[config.mk]
export PLATFORM = sky130hd
export DESIGN_NAME = seg7_display
export DESIGN_NICKNAME = d
export VERILOG_FILES = /design/src/rtl/seg7_display.sv
export SDC_FILE = /design/constraint.sdc
export NUM_CORES = 1
export LEC_CHECK = 0
export ABC_AREA = 1
export BUFFER_PORTS_ARGS = -buffer_cell sky130_fd_sc_hd__buf_2
export CORE_MARGIN = 5
export CORE_UTILIZATION = 51
export DETAILED_ROUTE_END_ITERATION = 10
export GPL_ROUTABILITY_DRIVEN = 1
export HOLD_SLACK_MARGIN = 0.02
export PLACE_DENSITY = 0.75
export SLEW_MARGIN = 20
export SYNTH_ARGS = -nofsm -noshare
export SYNTH_HDL_FRONTEND = slang
export SYNTH_SLANG_ARGS = --single-unit
export TNS_END_PERCENT = 50
[constraint.sdc]
create_clock -name CLK_I -period 1.65 [get_ports CLK_I]
set_clock_uncertainty 0.1 [all_clocks]
set_input_delay 0.0825 -clock CLK_I [delete_from_list [all_inputs] [get_ports CLK_I]]
set_output_delay 0.0825 -clock CLK_I [all_outputs]
set_load 0.05 [all_outputs]
[src/rtl/seg7_display.sv]
// rtl/seg7_display.sv - bus-writable eight-digit multiplexed seven-segment display driver
module seg7_display #(
    parameter int SCAN_DIV = 50000
) (
    input  logic        CLK_I,
    input  logic        RST_I,
    input  logic        CYC_I,
    input  logic        STB_I,
    input  logic        WE_I,
    input  logic        ADR_I,
    input  logic [31:0] DAT_I,
    output logic [31:0] DAT_O,
    output logic        ACK_O,
    output logic [7:0]  seg,
    output logic [7:0]  an
);

    localparam int PW = $clog2(SCAN_DIV);
    localparam logic [PW-1:0] PRESC_LAST = PW'(SCAN_DIV - 1);

    logic [31:0]   data_q, data_d;
    logic [16:0]   ctrl_q, ctrl_d;
    logic          ack_q, ack_d;
    logic [31:0]   dat_q, dat_d;
    logic [PW-1:0] presc_q, presc_d;
    logic [2:0]    idx_q, idx_d;
    logic [7:0]    seg_q, seg_d;
    logic [7:0]    an_q, an_d;

    logic [3:0]    nib;
    logic [7:0]    dp_mask;
    logic [7:0]    blank_mask;
    logic          enable;

    // Active-low g..a patterns for one hex nibble.
    function automatic logic [6:0] decode(input logic [3:0] v);
        logic [6:0] r;
        case (v)
            4'h0: r = 7'h40;
            4'h1: r = 7'h79;
            4'h2: r = 7'h24;
            4'h3: r = 7'h30;
            4'h4: r = 7'h19;
            4'h5: r = 7'h12;
            4'h6: r = 7'h02;
            4'h7: r = 7'h78;
            4'h8: r = 7'h00;
            4'h9: r = 7'h10;
            4'hA: r = 7'h08;
            4'hB: r = 7'h03;
            4'hC: r = 7'h46;
            4'hD: r = 7'h21;
            4'hE: r = 7'h06;
            default: r = 7'h0E;
        endcase
        return r;
    endfunction

    assign dp_mask    = ctrl_q[7:0];
    assign blank_mask = ctrl_q[15:8];
    assign enable     = ctrl_q[16];
    assign nib        = data_q[{idx_q, 2'b00} +: 4];

    always_comb begin
        ack_d   = CYC_I & STB_I & ~ack_q;
        data_d  = data_q;
        ctrl_d  = ctrl_q;
        dat_d   = dat_q;
        presc_d = '0;
        idx_d   = '0;
        an_d    = 8'hFF;
        seg_d   = 8'hFF;

        // Register access happens only on the edge that raises ACK.
        if (ack_d) begin
            if (WE_I) begin
                if (ADR_I) begin
                    ctrl_d = DAT_I[16:0];
                end else begin
                    data_d = DAT_I;
                end
            end else begin
                dat_d = ADR_I ? {15'd0, ctrl_q} : data_q;
            end
        end

        if (enable) begin
            if (presc_q == PRESC_LAST) begin
                presc_d = '0;
                idx_d   = idx_q + 3'd1;
            end else begin
                presc_d = presc_q + 1'b1;
                idx_d   = idx_q;
            end
        end

        // Display stage works from state registered on the previous edge.
        if (enable) begin
            seg_d = {~dp_mask[idx_q], decode(nib)};
            if (!blank_mask[idx_q]) begin
                an_d = ~(8'd1 << idx_q);
            end
        end
    end

    always_ff @(posedge CLK_I) begin
        if (RST_I) begin
            data_q  <= '0;
            ctrl_q  <= 17'h1_0000;
            ack_q   <= 1'b0;
            dat_q   <= '0;
            presc_q <= '0;
            idx_q   <= '0;
            seg_q   <= 8'hFF;
            an_q    <= 8'hFF;
        end else begin
            data_q  <= data_d;
            ctrl_q  <= ctrl_d;
            ack_q   <= ack_d;
            dat_q   <= dat_d;
            presc_q <= presc_d;
            idx_q   <= idx_d;
            seg_q   <= seg_d;
            an_q    <= an_d;
        end
    end

    assign DAT_O = dat_q;
    assign ACK_O = ack_q;
    assign seg   = seg_q;
    assign an    = an_q;

endmodule

* After elaboration in Yosys (flattened, before gate mapping)
Memory sizes are Yosys's and may differ from the RTL's. A register that Yosys moved wholly into a read port is not among the register bits.
Index checks and enable logic that the tools add are counted.
** Storage, ports and cells
- Register bits :: 117
- Memory bits (read-only) :: 112
- Word-level logic and storage cells :: 34
- Memories kept :: 1
** Memories
- (name not given) :: words 16, width 7, read ports 1, clocked after Yosys merged registers in 1, write ports 0, RTL line 38 : case (v)
** Operators by class
- Add/sub/neg operators :: 2
- Magnitude comparators :: 1
- Equality and inequality tests :: 1
- Shift operators :: 2
- Muxes and demuxes :: 5
- Bitwise operators :: 8
- Reduce and logical (&&, ||, !) cells :: 6
** Operator list (number)
- two-way mux 32 bit :: 1
- variable part select 32 x 6 -> 4 bit :: 1
- adder 16 x 1 -> 16 bit (second input constant) :: 1
- equality test 16 bit (second input constant) :: 1
- inverter 8 bit :: 1
- << shifter 1 x 3 -> 8 bit (first input constant) :: 1
- binary-select mux 1 bit (select 3 bit) :: 2
- AND reduction 3 bit :: 2
- OR reduction 3 bit :: 2
- inverter 1 bit :: 5
- less-than comparator 3 x 4 -> 1 bit (second input constant) :: 1
- adder 3 x 1 -> 3 bit (second input constant) :: 1
- AND 1 bit :: 2
- two-way mux 1 bit :: 2
- AND reduction 2 bit :: 1
- OR reduction 2 bit :: 1

* Logic depth before layout (Yosys ltp)
- Depth after elaboration :: 3
- Mapped depth :: 13
- Mapped depth without buffers :: 11

* Worst setup path before layout
No wires, ideal clock.
- Path type :: flip-flop to flip-flop
- Start :: register idx_q[0]
- End :: register seg_q[5] (netlist: seg[5])
- Library setup time :: 121 ps
- Arrival :: 1560 ps
- Data required time :: 1429 ps
- Setup slack :: -131 ps
- Cell stages (with the launch flop) :: 13
- Cells stage by stage :: dfxtp_1 -> buf_6 -> buf_6 -> nand2_1 -> nand3_1 -> nand2_1 -> o21ai_2 -> inv_1 -> ha_1 -> nand3_1 -> nand2_1 -> nand2_1 -> nand3_1
** On the way
- Word-level cells in the longest chain between the ends :: 1
** Ends and longest elaborated chain
- from (decl) :: RTL line 26 : logic [2:0] idx_q, idx_d;
- from (signal assigned) :: RTL line 122 : idx_q <= idx_d;
- variable part select 32 x 6 -> 4 bit :: RTL line 62 : assign nib = data_q[{idx_q, 2'b00} +: 4];
- to (decl) :: RTL line 27 : logic [7:0] seg_q, seg_d;
Every way passes these cells.
A chain may end at the register's enable or synchronous reset.

* Worst setup path after layout
- Start :: register idx_q[0]
- End :: register seg_q[6] (netlist: seg[6])
The elaborated chain is that of the path after synthesis.

==> impl_metrics.tcl <==
set metrics [dict create \
    run_status "complete, but fails checks" \
    violations "setup timing" \
    via_per_inst 5.413 \
    compound_gate_portion_of_the_synthesized_area 0.1586 \
    gp_congestion 0.9540 \
    grt_max_degree 67 \
    worstSetupEndpointType "register" \
    finalCriticalPeriod_ns 1.831 \
    critical-path-top-cell-by-count "nand2_1" \
    dp_cells 907 \
    synth-xor-area-share 0.005010 \
    ant_nets 0 \
    cts_made_buffers 17 \
    fraction_of_final_layout_cells_sized_beyond_drive_strength_1 0.2889 \
    layoutNonFillerInstCount 984 \
    tritoncts "done" \
    clk_path_buf_depth 2 \
    final_util 0.6996 \
    cp_data_required_time_ns 1.95 \
    relSlewSlack 0.6441 \
    p_leak_nw 2.970 \
    finalNetCount 886 \
    groute.usage.overall 0.2329 \
    critical-path-max-stage-delay_ns 0.44 \
    globalRouteOverflowTotal 0 \
    drt-initial-drc-count 426 \
    core_sq_um 10180 \
    rsz_0062_raised_after_global_routing "yes" \
    floorplan.die_area_sq_um 12410 \
    place_area_sq_um 5903 \
    root_buffer "clkbuf_8" \
    fillCellCount 788 \
    layout.cells.most_common_list "133 x nand2_1, 113 x dfxtp_1, 86 x buf_2" \
    fp.dieW_um 111.4 \
    finalSetupViolCount 7 \
    hold_class "input pin to register" \
    design.portCount 87 \
    power.density_nw_per_um2 1025 \
    grt_pass1_vias 5138 \
    routed_wirelength_um 15230 \
    synth_largest_type_area_fraction 0.4466 \
    cts.clk_slew.worst_paths_ns 0.06 \
    adder_cell_share_of_the_synthesized_area 0.03101 \
    hold_viol 0 \
    starting_density 0.5150 \
    timing.critical_path.arrival_ns 2.13 \
    syn_to_final_growth_pct 35.85 \
    mapped_area_sq_um 5245 \
    synth_top_area_cell "dfxtp_1" \
    largest_family_of_logic_cells_by_synthesized_area "simple AND/OR/NAND/NOR gates" \
    clkLatencyLatePin_ns 0.52 \
    synth.yosys.seq_area_share 0.4466 \
    h-tree-depth 4 \
    synthTopCellsByArea "dfxtp_1 45%, nand2_1 10%, o21ai_0 6.9%" \
    port_buffers 86 \
    setup.worst_path.start_class "register" \
    post-dp-hpwl_um 9736 \
    final-max-slew-violation-count 0 \
    worstSetupPathType "register to register" \
    clk_sinks 117 \
    fmax_mhz 546.3 \
    via_count 5326 \
    synth.net_count 744 \
    rows 37 \
    die_h_um 111.4 \
    grt_pass1_wl_um 24020 \
    drt_drc_violations_left 0 \
    mostFrequentLayoutCell "nand2_1" \
    critical_path.cell_chain "buf_6 > nand2_2 > nand3_2 > nand3_2 > o21ai_4 > inv_2 > ha_4 > nand3_4 > nand2_1 > nand2_1 > nand2_1" \
    timing.max_cap.violations 0 \
    yosys_warnings 0 \
    avgRoutedWirePerCell_um 15.48 \
    ir_drop_mv 0.5228 \
    antenna_violations_before_repair 0 \
    setup_slack_ns -0.1806 \
    final.period_utilization 1.109 \
    dpl_worst_slack_ns -0.1301 \
    yosysUniqueCellTypes 36 \
    tightest_slew_ns 0.5338 \
    hold-worst-slack_ns 0.03673 \
    syn-mean-instance-area_sq_um 7.569 \
    timing.reg2reg.setup_slack_ns -0.18 \
    worstPathMaxFanout 8 \
    drt_first_pass_iters 7 \
    synth-simple-area-share 0.2646 \
    synthCells 693 \
    post_synthesis_sequential_element_count 117 \
    antenna_cells 0 \
    final_cell_area_sq_um 7126 \
    mux_cell_area_share_after_synthesis 0 \
    critical_path.slowest_cell "dfxtp_4" \
]
-- synthesized netlist by cell type, drive strengths merged --
cell / number
a21oi: 59
a31oi: 18
buf: 21
clkbuf: 18
dfxtp: 117
ha: 13
inv: 68
nand2: 153
nand3: 77
nand4: 3
nor2: 55
nor3: 7
nor4: 1
o211ai: 2
o21ai: 75
or2: 3
xor2: 3
-- per-stage QoR --
stage | total power, mW | setup TNS, ns
6_report | 7.303 | -0.9327
5_1_grt | 7.522 | -1.238
4_1_cts | 7.282 | -0.1297
3_5_place_dp | 3.593 | -0.7208
3_3_place_gp | 3.577 | -0.1442
2_1_floorplan | 3.414 | -0.03791
-- area by class of cell --
class,count,area [sq um],share of cell area
Sequential cell,117,2350,0.3298
Inverter,68,265.3,0.03723
Clock buffer,19,431.7,0.06058
Tap cell,136,170.2,0.02388
Clock inverter,13,156.4,0.02195
Timing Repair inverter,1,6.256,0.0008780
Multi-Input combinational cell,470,2620,0.3677
Timing Repair Buffer,160,1126,0.1580
-- worst paths after layout --
check        startpoint          to  cells past startpoint
max reg2reg    idx_q[0]      seg[6]                     11
min               CYC_I  data_q[20]                      6
min reg2reg   DAT_O[21]   DAT_O[21]                      2
max            idx_q[0]      seg[6]                     11
-- where the power goes --
group / internal (mW) / leakage [nW] / switching [mW]
registers: 2.91 / 0.953 / 0.0463
logic: 0.242 / 1.73 / 0.441
clock network: 2.33 / 0.288 / 1.33
total: 5.49 / 2.97 / 1.81
-- worst max-delay path: cells and delay by family, from the launching register on --
family / cells / cell delay (ns)
and+or+nand+nor: 7 / 0.57
AOI/OAI and AO/OA: 1 / 0.14
adders and majority gates: 1 / 0.19
DFF: 1 / 0.44
buffers and inverters: 2 / 0.27
-- flip-flops by register name, indices dropped and copies added (netlist names) --
| signal | count |
|---|---|
| DAT_O | 32 |
| data_q | 32 |
| ctrl_q | 17 |
| presc_q | 16 |
| an | 8 |
| seg | 8 |
| idx_q | 3 |
| ACK_O | 1 |
-- kinds of logic after synthesis --
logic type	Yosys count
buf+inv	107
flops	117
xor+xnor	3
fa+ha+maj	13
compound gates	154
simple gates	299
-- layer usage --
layer / part of all wire / track usage
met3: 0.065 / 0.05435
met5: 0 / 0
met2: 0.50 / 0.4129
met4: 0.029 / 0.08354
met1: 0.40 / 0.2752
-- what timing repair did --
action	in CTS	in global routing
gates resized for setup	17	40
setup buffers	4	2
gates cloned	0	2
endpoints found under the setup margin	17	23
hold buffers	38	0
pin swaps	3	19
endpoints found under the hold margin	69	0
No activity file was read; power rests on OpenSTA's default activity.
